File: config.mk
export PLATFORM = sky130hd
export DESIGN_NAME = hazard_ctrl_flat
export DESIGN_NICKNAME = d
export VERILOG_FILES = /design/src/rtl/hazard_pkg.sv /design/src/rtl/hazard_ctrl_if.sv /design/src/rtl/hazard_perf_counter.sv /design/src/rtl/hazard_ctrl.sv /design/src/flat_wrapper.sv
export SDC_FILE = /design/constraint.sdc
export NUM_CORES = 1
export LEC_CHECK = 0
export CAP_MARGIN = 20
export CORE_UTILIZATION = 23
export DETAILED_ROUTE_END_ITERATION = 8
export PLACE_DENSITY = 0.78
export SLEW_MARGIN = 0
export SYNTH_ARGS = -nofsm -noshare
export SYNTH_HDL_FRONTEND = slang
export SYNTH_SLANG_ARGS = --single-unit
export TNS_END_PERCENT = 5
File: constraint.sdc
create_clock -name clk -period 1.45 [get_ports clk]
set_input_delay 0.435 -clock clk [delete_from_list [all_inputs] [get_ports clk]]
set_output_delay 0.435 -clock clk [all_outputs]
set_load 0.02 [all_outputs]
File: src/rtl/hazard_pkg.sv
// Shared types and constants for the pipeline hazard controller.
package hazard_pkg;

  localparam int FLUSH_CYCLES_DEF = 1;
  localparam int FCNT_W           = 2;
  localparam int CNT_W            = 32;

  typedef enum logic [1:0] {
    RUN    = 2'd0,
    FLUSH  = 2'd1,
    FREEZE = 2'd2
  } hz_state_e;

endpackage

File: src/rtl/hazard_ctrl_if.sv
// Pipeline <-> hazard controller bundle; master is the core pipeline, slave is hazard_ctrl.
interface hazard_ctrl_if;
  import hazard_pkg::*;

  logic [4:0]       id_rs1_addr;
  logic [4:0]       id_rs2_addr;
  logic [4:0]       ex_rd_addr;
  logic             ex_mem_read;
  logic             ex_branch_taken;
  logic             im_stall;
  logic             dm_stall;
  logic             pc_write;
  logic             ifid_write;
  logic             ifid_flush;
  logic             ctrl_signal_flush;
  logic             pipe_hold;
  logic [CNT_W-1:0] stall_cnt;
  logic [CNT_W-1:0] flush_cnt;
  logic [CNT_W-1:0] lu_cnt;

  modport master (
    output id_rs1_addr, id_rs2_addr, ex_rd_addr, ex_mem_read, ex_branch_taken,
           im_stall, dm_stall,
    input  pc_write, ifid_write, ifid_flush, ctrl_signal_flush, pipe_hold,
           stall_cnt, flush_cnt, lu_cnt
  );

  modport slave (
    input  id_rs1_addr, id_rs2_addr, ex_rd_addr, ex_mem_read, ex_branch_taken,
           im_stall, dm_stall,
    output pc_write, ifid_write, ifid_flush, ctrl_signal_flush, pipe_hold,
           stall_cnt, flush_cnt, lu_cnt
  );

endinterface

File: src/rtl/hazard_perf_counter.sv
// 32-bit saturating event counter with increment enable, cleared by reset.
module hazard_perf_counter
  import hazard_pkg::*;
(
  input  logic             clk,
  input  logic             rst,
  input  logic             inc_i,
  output logic [CNT_W-1:0] cnt_o
);

  logic [CNT_W-1:0] cnt_q;

  always_ff @(posedge clk or negedge rst) begin
    if (!rst) begin
      cnt_q <= '0;
    end else if (inc_i && (cnt_q != '1)) begin
      cnt_q <= cnt_q + CNT_W'(1);
    end
  end

  assign cnt_o = cnt_q;

endmodule

File: src/rtl/hazard_ctrl.sv
// Hazard controller: freeze > redirect > load-use; outputs combinational from state + inputs.
// Performance counters are built only when HAZARD_PERF_EN is defined; otherwise they read 0.
module hazard_ctrl
  import hazard_pkg::*;
#(
  parameter int FLUSH_CYCLES = FLUSH_CYCLES_DEF
) (
  input  logic          clk,
  input  logic          rst,
  hazard_ctrl_if.slave  hz
);

  localparam logic [FCNT_W-1:0] FCNT_RELOAD = FCNT_W'(FLUSH_CYCLES - 1);
  localparam bit                MULTI_FLUSH = (FLUSH_CYCLES > 1);

  hz_state_e         state_q, state_d;
  logic [FCNT_W-1:0] fcnt_q, fcnt_d;
  logic              freeze_ev, redir_ev, lu_ev, in_flush;
  logic              hold_act, flush_act, lu_act;

  // Events are masked during reset so the outputs decode as idle RUN.
  assign freeze_ev = rst & (hz.im_stall | hz.dm_stall);
  assign redir_ev  = rst & hz.ex_branch_taken;
  assign lu_ev     = rst & hz.ex_mem_read & (hz.ex_rd_addr != 5'd0) &
                     ((hz.ex_rd_addr == hz.id_rs1_addr) | (hz.ex_rd_addr == hz.id_rs2_addr));
  assign in_flush  = (state_q == FLUSH);

  assign hold_act  = freeze_ev;
  assign flush_act = !freeze_ev & (redir_ev | in_flush);
  assign lu_act    = !freeze_ev & !redir_ev & !in_flush & lu_ev;

  always_ff @(posedge clk or negedge rst) begin
    if (!rst) begin
      state_q <= RUN;
      fcnt_q  <= '0;
    end else begin
      state_q <= state_d;
      fcnt_q  <= fcnt_d;
    end
  end

  // FREEZE with both stalls low behaves exactly like RUN, so a held redirect acts at once.
  always_comb begin
    state_d = state_q;
    fcnt_d  = fcnt_q;
    if (freeze_ev) begin
      state_d = FREEZE;
      fcnt_d  = '0;
    end else if (redir_ev) begin
      if (MULTI_FLUSH) begin
        state_d = FLUSH;
        fcnt_d  = FCNT_RELOAD;
      end else begin
        state_d = RUN;
        fcnt_d  = '0;
      end
    end else begin
      case (state_q)
        FLUSH: begin
          if (fcnt_q <= FCNT_W'(1)) begin
            state_d = RUN;
            fcnt_d  = '0;
          end else begin
            fcnt_d = fcnt_q - FCNT_W'(1);
          end
        end
        default: begin
          state_d = RUN;
          fcnt_d  = '0;
        end
      endcase
    end
  end

  always_comb begin
    hz.pc_write          = 1'b1;
    hz.ifid_write        = 1'b1;
    hz.ifid_flush        = 1'b0;
    hz.ctrl_signal_flush = 1'b0;
    hz.pipe_hold         = 1'b0;
    if (hold_act) begin
      hz.pipe_hold  = 1'b1;
      hz.pc_write   = 1'b0;
      hz.ifid_write = 1'b0;
    end else if (flush_act) begin
      hz.ifid_flush        = 1'b1;
      hz.ctrl_signal_flush = 1'b1;
    end else if (lu_act) begin
      hz.pc_write          = 1'b0;
      hz.ifid_write        = 1'b0;
      hz.ctrl_signal_flush = 1'b1;
    end
  end

`ifdef HAZARD_PERF_EN
  logic redir_act;
  assign redir_act = !freeze_ev & redir_ev;

  hazard_perf_counter u_stall_cnt (.clk(clk), .rst(rst), .inc_i(hold_act | lu_act), .cnt_o(hz.stall_cnt));
  hazard_perf_counter u_flush_cnt (.clk(clk), .rst(rst), .inc_i(redir_act),         .cnt_o(hz.flush_cnt));
  hazard_perf_counter u_lu_cnt    (.clk(clk), .rst(rst), .inc_i(lu_act),            .cnt_o(hz.lu_cnt));
`else
  assign hz.stall_cnt = '0;
  assign hz.flush_cnt = '0;
  assign hz.lu_cnt    = '0;
`endif

endmodule

File: src/flat_wrapper.sv
// flat-port wrapper written by rule: the top's interface ports become plain ports
module hazard_ctrl_flat import hazard_pkg::*;
#(
  parameter int FLUSH_CYCLES = FLUSH_CYCLES_DEF
)
  (clk, rst, hz_id_rs1_addr, hz_id_rs2_addr, hz_ex_rd_addr, hz_ex_mem_read, hz_ex_branch_taken, hz_im_stall, hz_dm_stall, hz_pc_write, hz_ifid_write, hz_ifid_flush, hz_ctrl_signal_flush, hz_pipe_hold, hz_stall_cnt, hz_flush_cnt, hz_lu_cnt);
  hazard_ctrl_if hz_i ();
  input  logic clk;
  input  logic rst;
  input wire logic [$bits(hz_i.id_rs1_addr)-1:0] hz_id_rs1_addr;
  input wire logic [$bits(hz_i.id_rs2_addr)-1:0] hz_id_rs2_addr;
  input wire logic [$bits(hz_i.ex_rd_addr)-1:0] hz_ex_rd_addr;
  input wire logic [$bits(hz_i.ex_mem_read)-1:0] hz_ex_mem_read;
  input wire logic [$bits(hz_i.ex_branch_taken)-1:0] hz_ex_branch_taken;
  input wire logic [$bits(hz_i.im_stall)-1:0] hz_im_stall;
  input wire logic [$bits(hz_i.dm_stall)-1:0] hz_dm_stall;
  output wire logic [$bits(hz_i.pc_write)-1:0] hz_pc_write;
  output wire logic [$bits(hz_i.ifid_write)-1:0] hz_ifid_write;
  output wire logic [$bits(hz_i.ifid_flush)-1:0] hz_ifid_flush;
  output wire logic [$bits(hz_i.ctrl_signal_flush)-1:0] hz_ctrl_signal_flush;
  output wire logic [$bits(hz_i.pipe_hold)-1:0] hz_pipe_hold;
  output wire logic [$bits(hz_i.stall_cnt)-1:0] hz_stall_cnt;
  output wire logic [$bits(hz_i.flush_cnt)-1:0] hz_flush_cnt;
  output wire logic [$bits(hz_i.lu_cnt)-1:0] hz_lu_cnt;
  assign hz_i.id_rs1_addr = hz_id_rs1_addr;
  assign hz_i.id_rs2_addr = hz_id_rs2_addr;
  assign hz_i.ex_rd_addr = hz_ex_rd_addr;
  assign hz_i.ex_mem_read = hz_ex_mem_read;
  assign hz_i.ex_branch_taken = hz_ex_branch_taken;
  assign hz_i.im_stall = hz_im_stall;
  assign hz_i.dm_stall = hz_dm_stall;
  assign hz_pc_write = hz_i.pc_write;
  assign hz_ifid_write = hz_i.ifid_write;
  assign hz_ifid_flush = hz_i.ifid_flush;
  assign hz_ctrl_signal_flush = hz_i.ctrl_signal_flush;
  assign hz_pipe_hold = hz_i.pipe_hold;
  assign hz_stall_cnt = hz_i.stall_cnt;
  assign hz_flush_cnt = hz_i.flush_cnt;
  assign hz_lu_cnt = hz_i.lu_cnt;
  hazard_ctrl #(.FLUSH_CYCLES(FLUSH_CYCLES)) u_core (.clk(clk), .rst(rst), .hz(hz_i));
endmodule
==> out/qor.yml, run 1 <==
finalCritPeriodShare_pct: 121.3
drt_iter0_drc: 1
io_pins: 122
hp-class: "in2out"
avgViaCountPerCell: 2.717
gr-usage-all-layers_pct: 5.209
p_int_uw: 109.7
outcome: "finished, violations left"
synth_compound_area_share_pct: 2.793
worstPathCellList: "buf_6 > xnor2_2 > nand3_2 > o22ai_2 > buf_4 > a31oi_4 > buf_6"
num_rows: 22
fp.coreArea_sq_um: 3689
hpwl_mm: 1.233
die-height_um: 64.41
vias: 538
switching_share_pct: 72.83
die_w_um: 64.41
nets: 173
place_inst: 198
seqCellArea_sq_um: 0
rsz0062_at_grt: "true"
area_delta_synth_final_pct: 11.59
synthesis.area_sq_um: 895.9
syn_inst: 123
setup_ws_ns: -0.3094
p_per_area_nw_per_um2: 403.7
clock.fmax_mhz: 568.4
path_buf_inv: 3
wl_per_cell_um: 6.535
crit_path_max_incr_delay_ns: 0.17
grt_pass1_vias: 364
grt_overflow: 0
num_antenna_cells: 0
seqPwrFrac_pct: 0
fin_cells: 198
crit_path_frequent_cell: "buf_6"
fill_cells: 418
failed_checks: "setup timing"
startpoint_type: "input pin"
maxCapViolCount: 0
timing.final.hold_violations: 0
grt_start_max_net_pins: 4
antenna_found_initial: 0
grt_pass1_wl_mm: 1.676
power.switching_uw: 294.0
io_buffers: 25
drive_above_1_share_pct: 30.00
placed_cell_area_sq_um: 937.1
slew_violations: 0
drt_wl_total_mm: 1.294
start_util_pct: 24.29
min_period_ns: 1.759
synth_top_family_by_area: "buffers and inverters"
cp.arrival_ns: 1.32
synth_fa_ha_area_share_pct: 0
crit_required_ns: 1.02
ys_seq_area_share_pct: 0
synth_xor_area_share_pct: 9.777
leakage_nw: 0.5897
die_area_sq_um: 4149
ant_nets: 0
crit_family: "buffers and inverters"
crit_path_top_delay_cell: "o22ai_2"
syn_area_per_cell_sq_um: 7.283
combPwrFrac_pct: 100.0
crit_fanout: 2
gp_congestion: 0.6387
setup_violations: 4
synthMuxAreaShare_pct: 0
drcViolationCount: 0
crit_type: "in2out"
ys_warn_count: 0
final_area_sq_um: 999.7
clockBufferCount: 0
post-cts-setup-buffer-count: 0
whs_ns: 1.342
yosys.area_share.simple_pct: 5.307
endpoint_kind: "output pin"
synth.distinct_cells: 14
firstDrtPassIters: 2
ir_drop_v: 0.0001054
design.seq.count: 0
p_clk_share_pct: 0
[final cells by class]
cell class                      count  area, sq um  share of cell area, %
Inverter                            1        3.754                 0.3755
Multi-Input combinational cell    120        659.4                  65.96
Tap cell                           48        60.06                  6.008
Timing Repair Buffer               29        276.5                  27.66
[Yosys cell counts]
cell type,number,share of area (%)
a31oi_1,1,0.70
a21o_1,1,0.84
buf_4,97,81
nand2_1,2,0.84
a21oi_1,1,0.56
nor3_1,1,0.56
inv_1,1,0.42
o22ai_1,1,0.70
nor2b_1,1,0.70
conb_1,1,0.42
and3_1,1,0.70
nor2_1,2,0.84
xnor2_1,10,9.8
nand3_1,3,1.7
[kinds of logic (layout without fill, tap and decap cells)]
kind of cell	Yosys count	in the layout
buffers and inverters	98	30
other	1	96
AND/OR/NAND/NOR	10	10
AO/OA/AOI/OAI	4	4
XOR/XNOR	10	10
[layer usage]
metal,vias up,global-route usage [%],routed length (um)
met2,66,11.97,776
met5,-,0,0
met1,233,5.174,339
li1,239,-,-
met3,0,0.1761,178
met4,0,0,0
[power by group through the flow]
stage | Clock (mW) | Combinational (mW) | Sequential, mW
2_1_floorplan | 0 | 0.484 | 0
3_3_place_gp | 0 | 0.378 | 0
3_5_place_dp | 0 | 0.382 | 0
4_1_cts | 0 | 0.401 | 0
5_1_grt | 0 | 0.432 | 0
6_report | 0 | 0.404 | 0
[repair_timing]
| item | in CTS | in global routing |
|---|---|---|
| hold buffers | 0 | 0 |
| endpoints found under the setup margin | 5 | 4 |
| resized for setup | 131 | 1 |
| pin swaps | 20 | 6 |
[final timing paths]
path | from | to | depth (start not counted) | slack, ns
worst max-delay path | hz_id_rs1_addr[0] | hz_pc_write | 7 | -0.31
worst min-delay path | rst | hz_pipe_hold | 3 | 1.34
[stage by stage]
step / worst slack, ns / util (%) / TNS, ns / power [mW]
floorplan: -0.1477 / - / -0.2120 / 0.4841
global placement: -1.216 / 25.41 / -5.401 / 0.3784
detailed placement: -1.228 / 25.41 / -5.476 / 0.3821
CTS: -0.3242 / 27.00 / -0.9454 / 0.4010
global route: -0.3853 / 27.10 / -1.137 / 0.4316
finish: -0.3094 / 27.10 / -0.8953 / 0.4036
[cell usage in the layout (no fill, tap or decap)]
| cell type | netlist | final |
|---|---|---|
| and3_4 | 0 | 1 |
| nor2b_4 | 0 | 1 |
| conb_1 | 1 | 96 |
| a21o_1 | 1 | 1 |
| buf_8 | 0 | 1 |
| nor2_1 | 2 | 1 |
| buf_6 | 0 | 16 |
| clkdlybuf4s15_2 | 0 | 1 |
| o22ai_2 | 0 | 1 |
| xnor2_2 | 0 | 8 |
| a21oi_4 | 0 | 1 |
| dlygate4sd2_1 | 0 | 2 |
| nor3_4 | 0 | 1 |
| buf_4 | 97 | 3 |
| inv_1 | 1 | 1 |
| nand3_2 | 0 | 3 |
| a31oi_4 | 0 | 1 |
| buf_2 | 0 | 6 |
| nand2_1 | 2 | 2 |
| nor2_4 | 0 | 1 |
| xnor2_1 | 10 | 2 |
(Power assumes the default switching activity.)
==> inputs of run 2 (changes only) <==
--- a/config.mk
+++ b/config.mk
@@ -6,9 +6,9 @@
 export NUM_CORES = 1
 export LEC_CHECK = 0
 export CAP_MARGIN = 20
-export CORE_UTILIZATION = 23
+export CORE_UTILIZATION = 26
 export DETAILED_ROUTE_END_ITERATION = 8
-export PLACE_DENSITY = 0.78
+export PLACE_DENSITY = 0.84
 export SLEW_MARGIN = 0
 export SYNTH_ARGS = -nofsm -noshare
 export SYNTH_HDL_FRONTEND = slang
==> constraint.sdc (replaced) <==
create_clock -name clk -period 1.9 [get_ports clk]
set_input_delay 0.57 -clock clk [delete_from_list [all_inputs] [get_ports clk]]
set_output_delay 0.57 -clock clk [all_outputs]
set_load 0.02 [all_outputs]
==> run 2 against run 1 <==
Against the previous run: utilization increased by 3.4 points; critical path type unchanged; the run still ends with setup timing left; worst hold slack better by 0.32 ns; routed wire length increased by 4.3%; flip-flop and latch count unchanged; design area is 3.8% lower.
==> out/qor.yml, run 2 (synthesized netlist as in run 1, its figures left out) <==
hp-class: "in2out"
layout_commonest_cell: "conb_1"
area_delta_synth_final_pct: 7.402
io_buffers: 25
vias: 542
nets: 174
die_w_um: 60.70
crit_path_max_incr_delay_ns: 0.21
min_period_ns: 2.064
start_util_pct: 28.41
ir_drop_v: 0.0001090
maxCapViolCount: 0
outcome: "finished, violations left"
worstPathCellList: "buf_6 > xnor2_4 > nand3_2 > o22ai_4 > buf_6 > a31oi_4 > buf_6"
grt_overflow: 0
avgViaCountPerCell: 2.779
failed_checks: "setup timing"
io_pins: 122
gp_congestion: 0.5851
power.total_uw: 304.8
combPwrFrac_pct: 100.0
p_int_uw: 77.50
wl_per_cell_um: 6.918
drt_iter0_drc: 0
cp.arrival_ns: 1.49
setup_ws_ns: -0.1635
fp.coreArea_sq_um: 3153
p_clk_share_pct: 0
hold_buffers: 0
power.switching_uw: 227.3
slew_violations: 0
num_antenna_cells: 0
fin_cells: 195
grt_start_max_net_pins: 4
seqPwrFrac_pct: 0
firstDrtPassIters: 1
crit_required_ns: 1.33
antenna_found_initial: 0
hpwl_mm: 1.128
startpoint_type: "input pin"
final_cell_mix: "conb_1, buf_6, buf_2"
drt_wl_total_mm: 1.349
seqCellArea_sq_um: 0
dp_slack_ns: -1.041
crit_path_frequent_cell: "buf_6"
clock.fmax_mhz: 484.6
setup_violations: 3
clockBufferCount: 0
timing.final.hold_violations: 0
ant_nets: 0
drive_above_1_share_pct: 28.48
gr-usage-all-layers_pct: 5.205
path_buf_inv: 3
die_area_sq_um: 3684
grt_pass1_vias: 326
fill_cells: 367
die-height_um: 60.70
rsz0062_at_grt: "true"
endpoint_kind: "output pin"
crit_family: "buffers and inverters"
grt_pass1_wl_mm: 1.428
design.seq.count: 0
crit_type: "in2out"
leakage_nw: 0.5697
crit_fanout: 2
place_inst: 194
finalCritPeriodShare_pct: 108.6
p_per_area_nw_per_um2: 316.8
num_rows: 20
crit_path_top_delay_cell: "o22ai_4"
switching_share_pct: 74.57
drcViolationCount: 0
## run 2: worst paths after layout
kind / slack (ns) / cells after the start / startpoint / endpoint
hold / removal: 1.66 / 3 / hz_ex_branch_taken / hz_ifid_flush
setup / recovery: -0.16 / 7 / hz_id_rs1_addr[0] / hz_pc_write
## run 2: power groups by stage
stage | sequential, mW | combinational [mW] | clock [mW]
5_1_grt | 0 | 0.327 | 0
6_report | 0 | 0.305 | 0
4_1_cts | 0 | 0.293 | 0
2_1_floorplan | 0 | 0.362 | 0
3_5_place_dp | 0 | 0.278 | 0
3_3_place_gp | 0 | 0.277 | 0
## run 2: per-stage QoR
step / area, sq um / util, % / hold slack [ns] / setup TNS (ns)
4_1_cts: 944.7 / 29.96 / 1.677 / -0.4437
3_3_place_gp: 894.6 / 28.37 / 2.273 / -4.406
5_1_grt: 962.2 / 30.52 / 1.682 / -0.5944
3_5_place_dp: 894.6 / 28.37 / 2.268 / -4.451
6_report: 962.2 / 30.52 / 1.658 / -0.4178
2_1_floorplan: 1287 / - / 1.326 / 0
## run 2: layer usage
layer	global-route usage, %	wire length, um	up-vias	part of all wire (%)
met2	11.77	777	69	58
met1	5.364	389	230	29
met3	0.2132	182	0	13
met4	0	0	0	0
li1	-	-	243	-
met5	0	0	-	0
## run 2: cell type report
| type | instances | area (sq um) | area share, % |
|---|---|---|---|
| inverters | 1 | 3.754 | 0.3901 |
| multi-input cells | 120 | 653.1 | 67.88 |
| repair buffers | 30 | 250.2 | 26.01 |
| well taps | 44 | 55.05 | 5.722 |
## run 2: tightest hold or removal path, cell delays in order
cell	delay (ns)
dlygate4sd2_1	0.22
and3_4	0.19
buf_6	0.11
## run 2: timing repair
action,4_1_cts,5_1_grt
buffers inserted,1,0
endpoints found under the setup margin,5,5
pin swaps,20,1
resized for setup,117,6
cloned,0,0
